<file path="config.mk">
export PLATFORM = sky130hd
export DESIGN_NAME = sc_score_tracker
export DESIGN_NICKNAME = d
export VERILOG_FILES = /design/src/rtl/sc_score_pkg.sv /design/src/rtl/sc_hit_classifier.sv /design/src/rtl/sc_score_tracker.sv
export SDC_FILE = /design/constraint.sdc
export NUM_CORES = 1
export LEC_CHECK = 0
export CAP_MARGIN = 20
export CORE_ASPECT_RATIO = 0.5
export CORE_MARGIN = 2
export CORE_UTILIZATION = 45
export DETAILED_ROUTE_END_ITERATION = 12
export PLACE_DENSITY = 0.69
export SYNTH_ARGS = -nofsm -noshare
export SYNTH_HDL_FRONTEND = slang
export SYNTH_SLANG_ARGS = --single-unit
export TNS_END_PERCENT = 1
</file>
<file path="constraint.sdc">
create_clock -name clk -period 7.1 [get_ports clk]
set_input_delay 1.42 -clock clk [delete_from_list [all_inputs] [get_ports clk]]
set_output_delay 1.42 -clock clk [all_outputs]
set_load 0.01 [all_outputs]
</file>
<file path="src/rtl/sc_score_pkg.sv">
// Shared types and widths for the score tracker.
// Optional feature macro: SC_STAR_POWER_EN (star-power doubling).
package sc_score_pkg;

    localparam int unsigned COMBO_W = 10;
    localparam int unsigned DT_W    = 16;
    localparam int unsigned PTS_W   = 16;

`ifdef SC_STAR_POWER_EN
    // The doubled ceiling (2*MAX_MULT = 8) needs a fourth bit.
    localparam int unsigned MULT_W  = 4;
`else
    localparam int unsigned MULT_W  = 3;
`endif

    typedef enum logic [1:0] {
        GRADE_MISS    = 2'd0,
        GRADE_GOOD    = 2'd1,
        GRADE_PERFECT = 2'd2
    } grade_e;

    // Stage-1 result handed to the accumulator.
    typedef struct packed {
        logic   hit;
        logic   miss;
        grade_e grade;
    } stage1_t;

    // Base multiplier earned by a given combo count.
    function automatic logic [MULT_W-1:0] mult_for_combo(
        input logic [COMBO_W-1:0] c,
        input int unsigned        step,
        input int unsigned        max_mult
    );
        int unsigned m;
        m = 32'd1 + (32'(c) / step);
        if (m > max_mult) begin
            m = max_mult;
        end
        return MULT_W'(m);
    endfunction

endpackage

</file>
<file path="src/rtl/sc_hit_classifier.sv">
// Stage 1: absolute timing error, saturation, window compare, registered grade.
// Optional feature macro: SC_STAR_POWER_EN (not used in this stage).
module sc_hit_classifier
    import sc_score_pkg::*;
#(
    parameter int unsigned PERFECT_WIN = 2,
    parameter int unsigned GOOD_WIN    = 6
) (
    input  logic            clk,
    input  logic            rst_n,
    input  logic            clear,
    input  logic            match_en,
    input  logic [DT_W-1:0] match_dt,
    input  logic            miss_en,
    output stage1_t         result
);

    localparam logic [DT_W-1:0] DT_MIN = {1'b1, {(DT_W-1){1'b0}}};
    localparam logic [DT_W-1:0] DT_MAX = {1'b0, {(DT_W-1){1'b1}}};

    logic [DT_W-1:0] mag_c;
    grade_e          grade_c;

    // Magnitude of the signed error; the most negative value clamps to max positive.
    always_comb begin
        mag_c   = match_dt[DT_W-1] ? (~match_dt + DT_W'(1)) : match_dt;
        if (match_dt == DT_MIN) begin
            mag_c = DT_MAX;
        end
        grade_c = GRADE_MISS;
        if (mag_c <= DT_W'(PERFECT_WIN)) begin
            grade_c = GRADE_PERFECT;
        end else if (mag_c <= DT_W'(GOOD_WIN)) begin
            grade_c = GRADE_GOOD;
        end
    end

    // Stage-1 register; clear flushes anything in flight.
    always_ff @(posedge clk or negedge rst_n) begin
        if (!rst_n) begin
            result <= '{hit: 1'b0, miss: 1'b0, grade: GRADE_MISS};
        end else if (clear) begin
            result <= '{hit: 1'b0, miss: 1'b0, grade: GRADE_MISS};
        end else begin
            result.hit   <= match_en;
            result.miss  <= miss_en;
            result.grade <= match_en ? grade_c : GRADE_MISS;
        end
    end

endmodule

</file>
<file path="src/rtl/sc_score_tracker.sv">
// Score tracker top: stage-2 accumulation of score, combo and multiplier.
// Optional feature macro: SC_STAR_POWER_EN adds star_active, doubling the multiplier.
module sc_score_tracker
    import sc_score_pkg::*;
#(
    parameter int unsigned PERFECT_WIN = 2,
    parameter int unsigned GOOD_WIN    = 6,
    parameter int unsigned PERFECT_PTS = 100,
    parameter int unsigned GOOD_PTS    = 50,
    parameter int unsigned COMBO_STEP  = 10,
    parameter int unsigned MAX_MULT    = 4,
    parameter int unsigned SCORE_W     = 24
) (
    input  logic               clk,
    input  logic               rst_n,
    input  logic               clear,
    input  logic               match_en,
    input  logic [DT_W-1:0]    match_dt,
    input  logic               miss_en,
`ifdef SC_STAR_POWER_EN
    input  logic               star_active,
`endif
    output logic [SCORE_W-1:0] score,
    output logic [COMBO_W-1:0] combo,
    output logic [MULT_W-1:0]  multiplier,
    output logic               grade_valid,
    output logic [1:0]         grade
);

    localparam logic [COMBO_W-1:0] COMBO_MAX = '1;
    localparam logic [SCORE_W-1:0] SCORE_MAX = '1;

    stage1_t s1;

    logic [MULT_W-1:0]  base_mult;
    logic [MULT_W-1:0]  base_mult_n;
    logic [MULT_W-1:0]  eff_mult_c;
    logic [MULT_W-1:0]  mult_out_n;
    logic [PTS_W-1:0]   pts_c;
    logic [SCORE_W:0]   score_sum_c;
    logic [COMBO_W-1:0] combo_inc_c;
    logic [SCORE_W-1:0] score_n;
    logic [COMBO_W-1:0] combo_n;
    logic               grade_valid_n;
    logic [1:0]         grade_n;
    logic               good_hit_c;
    logic               break_c;
    logic               star_c;

    sc_hit_classifier #(
        .PERFECT_WIN (PERFECT_WIN),
        .GOOD_WIN    (GOOD_WIN)
    ) u_classifier (
        .clk      (clk),
        .rst_n    (rst_n),
        .clear    (clear),
        .match_en (match_en),
        .match_dt (match_dt),
        .miss_en  (miss_en),
        .result   (s1)
    );

`ifdef SC_STAR_POWER_EN
    assign star_c = star_active;
`else
    assign star_c = 1'b0;
`endif

    // Stage-2 next state: credit the hit at the old multiplier, then apply any combo break.
    always_comb begin
        score_n       = score;
        combo_n       = combo;
        base_mult_n   = base_mult;
        grade_valid_n = 1'b0;
        grade_n       = grade;

        eff_mult_c  = star_c ? MULT_W'(base_mult << 1) : base_mult;
        pts_c       = (s1.grade == GRADE_PERFECT) ? PTS_W'(PERFECT_PTS) : PTS_W'(GOOD_PTS);
        pts_c       = pts_c * PTS_W'(eff_mult_c);
        score_sum_c = {1'b0, score} + (SCORE_W+1)'(pts_c);
        combo_inc_c = (combo == COMBO_MAX) ? combo : combo + COMBO_W'(1);

        good_hit_c  = s1.hit && (s1.grade != GRADE_MISS);
        break_c     = s1.miss || (s1.hit && (s1.grade == GRADE_MISS));

        if (good_hit_c) begin
            score_n     = score_sum_c[SCORE_W] ? SCORE_MAX : score_sum_c[SCORE_W-1:0];
            combo_n     = combo_inc_c;
            base_mult_n = mult_for_combo(combo_inc_c, COMBO_STEP, MAX_MULT);
        end
        if (break_c) begin
            combo_n     = '0;
            base_mult_n = MULT_W'(1);
        end
        if (s1.hit || s1.miss) begin
            grade_valid_n = 1'b1;
            grade_n       = s1.miss ? 2'(GRADE_MISS) : 2'(s1.grade);
        end

        mult_out_n = star_c ? MULT_W'(base_mult_n << 1) : base_mult_n;
    end

    // Stage-2 registers; clear behaves like reset.
    always_ff @(posedge clk or negedge rst_n) begin
        if (!rst_n) begin
            score       <= '0;
            combo       <= '0;
            base_mult   <= MULT_W'(1);
            multiplier  <= MULT_W'(1);
            grade_valid <= 1'b0;
            grade       <= 2'(GRADE_MISS);
        end else if (clear) begin
            score       <= '0;
            combo       <= '0;
            base_mult   <= MULT_W'(1);
            multiplier  <= MULT_W'(1);
            grade_valid <= 1'b0;
            grade       <= 2'(GRADE_MISS);
        end else begin
            score       <= score_n;
            combo       <= combo_n;
            base_mult   <= base_mult_n;
            multiplier  <= mult_out_n;
            grade_valid <= grade_valid_n;
            grade       <= grade_n;
        end
    end

endmodule

</file>
==> out/qor.yml <==
outcome:
  status: "completed"
setup_path:
  arrival_ns: 6.94
  cp.required_ns: 7.31
  path_max_fanout: 10
  slowest_delay_ns: 0.45
  start_kind: "register"
  cp_slowest_cell: "dfrtp_2"
  path_class: "register to register"
  endpoint_kind: "register"
routing:
  drt-total-wl_um: 13100
  drcViolationCount: 0
  wl_per_cell_um: 16.5
  num_vias: 4790
  ant_nets: 0
  vias_per_cell: 6.04
  dr.pass1.iters: 5
  drt-initial-drc-count: 397
power:
  power.total_uw: 568
  power_frac_seq: 0.445
  p_per_area_nw_per_um2: 95.5
  leakage_uw: 0.00245
  switchingPower_uw: 119
  vdd_drop_max_mv: 0.100
  intPower_uw: 449
  combinationalPowerShare: 0.082
  swShare: 0.210
  pwr-share-clk: 0.473
yosys:
  synthXorXnorAreaFrac: 0.0609
  synth.avg_cell_area_um2: 8.16
  synth_top_family_by_area: "compound AO/OA/AOI/OAI gates"
  synth.mux.area_fraction: 0.0244
  yosys_warnings: 0
  synth_seq_cells: 44
  synth_fa_ha_area_frac: 0.0898
  synth_area_leaders: "dfrtp_1 23%, o21ai_0 5.0%, ha_1 5.0%, nand2_1 4.3%, xnor2_1 3.5%"
  synth_top_area_cell: "dfrtp_1"
  postSynthCellCount: 584
  yosys.area_share.simple: 0.261
  ys.flop_type: "dfrtp_1"
  async_flop_share: 1.00
  synth.distinct_cells: 88
  ys_top_cells_by_count: "55 x nand2_1, 48 x o21ai_0, 44 x nor2_1"
  synth_top_area_frac: 0.226
  synth_compound_area_frac: 0.281
  yosysMostFrequentCell: "nand2_1"
  synth_area_um2: 4770
  synth_edf_count: 0
  yosysSeqAreaShare: 0.231
grt:
  grt_first_pass_wirelength_um: 21200
  globalRouteOverflowTotal: 0
  grt_util_all_layers: 0.221
  grt_max_degree: 45
  grt_pass1_vias: 4384
  antenna_found_initial: 0
flow_run:
  drv_cap: 0
clock_network:
  cts_buffers: 5
  tritoncts: "built"
  clkTransAtPathRegs_ns: 0.06
  cts_root_buf: "clkbuf_16"
  cts.sinks: 44
  clk_latency_ns: 0.28
  cts_max_level: 2
  clock_path_buffers: 2
finish:
  areaGrowthSynthToFinish_pct: 24.8
  final_layout_size_suffix_gt1_frac: 0.145
  antenna_cells: 0
  layout.nets: 700
  n_fill_cell: 924
timing:
  fmax_mhz: 149
  worst_pin_slew_ns: 0.825
  slew_headroom: 0.447
  min_period_over_period: 0.948
  layout_min_cycle_time_ns: 6.73
  hold_viol: 0
  finalMaxSlewViolations: 0
  setup_viol: 0
  fin_worst_skew_ns: 0.00389
  fin_ws_ns: 0.372
placed_design:
  port-buffer-count: 60
  gp_congestion: 0.976
  pre_cts_ws_ns: 0.230
  hpwl_um: 9670
floorplanning:
  rows: 26
  die_area_um2: 11500
  io_pins: 61
  coreArea_um2: 10200
  die_h_um: 76.8
  start_util: 0.465
  die_w_um: 150
worst_hold_path:
  hold_path.class: "register to register"
## layer usage
metal	GRT usage	up-vias	wire (um)
met3	0.0310	18	779
met2	0.365	169	6210
li1	-	2306	-
met5	0	-	0
met4	0.0486	0	152
met1	0.309	2297	5950
## repair_timing
action | CTS | global route
endpoints found under the setup margin | 0 | 3
gates resized for setup | 0 | 33
setup buffers | 0 | 12
hold buffers | 0 | 0
## power by group through the flow
stage	clock (uW)	combinational (uW)	sequential, uW
5_1_grt	289	52.5	253
3_3_place_gp	0	44.4	258
2_1_floorplan	0	21.2	257
3_5_place_dp	0	45.4	258
4_1_cts	275	45.6	253
6_report	269	46.5	253
## kinds of logic (layout without fill, tap and decap cells)
logic type	count (synthesis)	in the layout
buf+inv	54	120
other cells	1	3
mux	11	11
flops	44	44
compound gates	183	184
fa+ha+maj	30	30
xor+xnor	31	31
simple gates	230	230
## stage by stage
stage | hold slack, ns | instances | area [um^2] | TNS, ns | util
2_1_floorplan | 0.494 | 586 | 4770 | 0 | -
3_3_place_gp | 0.521 | 771 | 5500 | 0 | 0.537
3_5_place_dp | 0.525 | 771 | 5500 | 0 | 0.537
4_1_cts | 0.534 | 779 | 5680 | 0 | 0.554
5_1_grt | 0.577 | 793 | 5950 | -0.0626 | 0.581
6_report | 0.535 | 793 | 5950 | 0 | 0.581
## flip-flops by register name, indices dropped and copies added (netlist names)
signal / flops
combo: 10
score: 24
grade_valid: 1
grade: 2
base_mult: 3
u_classifier.result: 4
## worst max-delay path, delay by kind of cell (launching register included)
kind                     cells  cell delay [ns]
AO/OA/AOI/OAI               12             2.47
XOR/XNOR                     1             0.21
adder cells (fa/ha/maj)      4             0.93
buffers and inverters        1             0.05
flip-flops                   1             0.45
AND/OR/NAND/NOR             10             2.53
## final cells by class
cell class | instances | area (um^2) | share of cell area
clock inverter | 2 | 38.8 | 0.00652
clock buffer | 6 | 139 | 0.0233
inverter | 26 | 97.6 | 0.0164
timing repair buffer | 86 | 803 | 0.135
tap | 140 | 175 | 0.0294
sequential | 44 | 1110 | 0.187
multi-input combinational | 489 | 3580 | 0.602
## placed cells by master, fill, tap and decap left out, types with 9 or more instances in the layout
cell,netlist,routed
and2_1,15,14
and3_1,12,10
nand3_1,21,19
a21o_1,11,11
nand4_1,9,9
nand2_1,55,54
xnor2_1,19,18
ha_1,19,17
dfrtp_1,43,35
clkdlybuf4s50_1,0,59
xor2_1,11,11
nor2_1,44,43
buf_4,0,25
a21oi_1,27,26
o21ai_0,48,48
mux2i_1,9,9
nor3_1,19,19
nor2b_1,9,9
inv_1,26,26
## path summary, 6_finish.rpt
path | start | end | cells after the start | slack [ns]
max | combo[1] | base_mult[0] | 28 | 0.37
min | score[0] | score[0] | 2 | 0.54
max reg2reg | combo[1] | base_mult[0] | 28 | 0.37
min reg2reg | score[0] | score[0] | 2 | 0.54
min in group asynchronous | rst_n | combo[9] | 1 | 0.95
max in group asynchronous | rst_n | base_mult[0] | 2 | 5.67
Power figures use the tool's default switching activity.
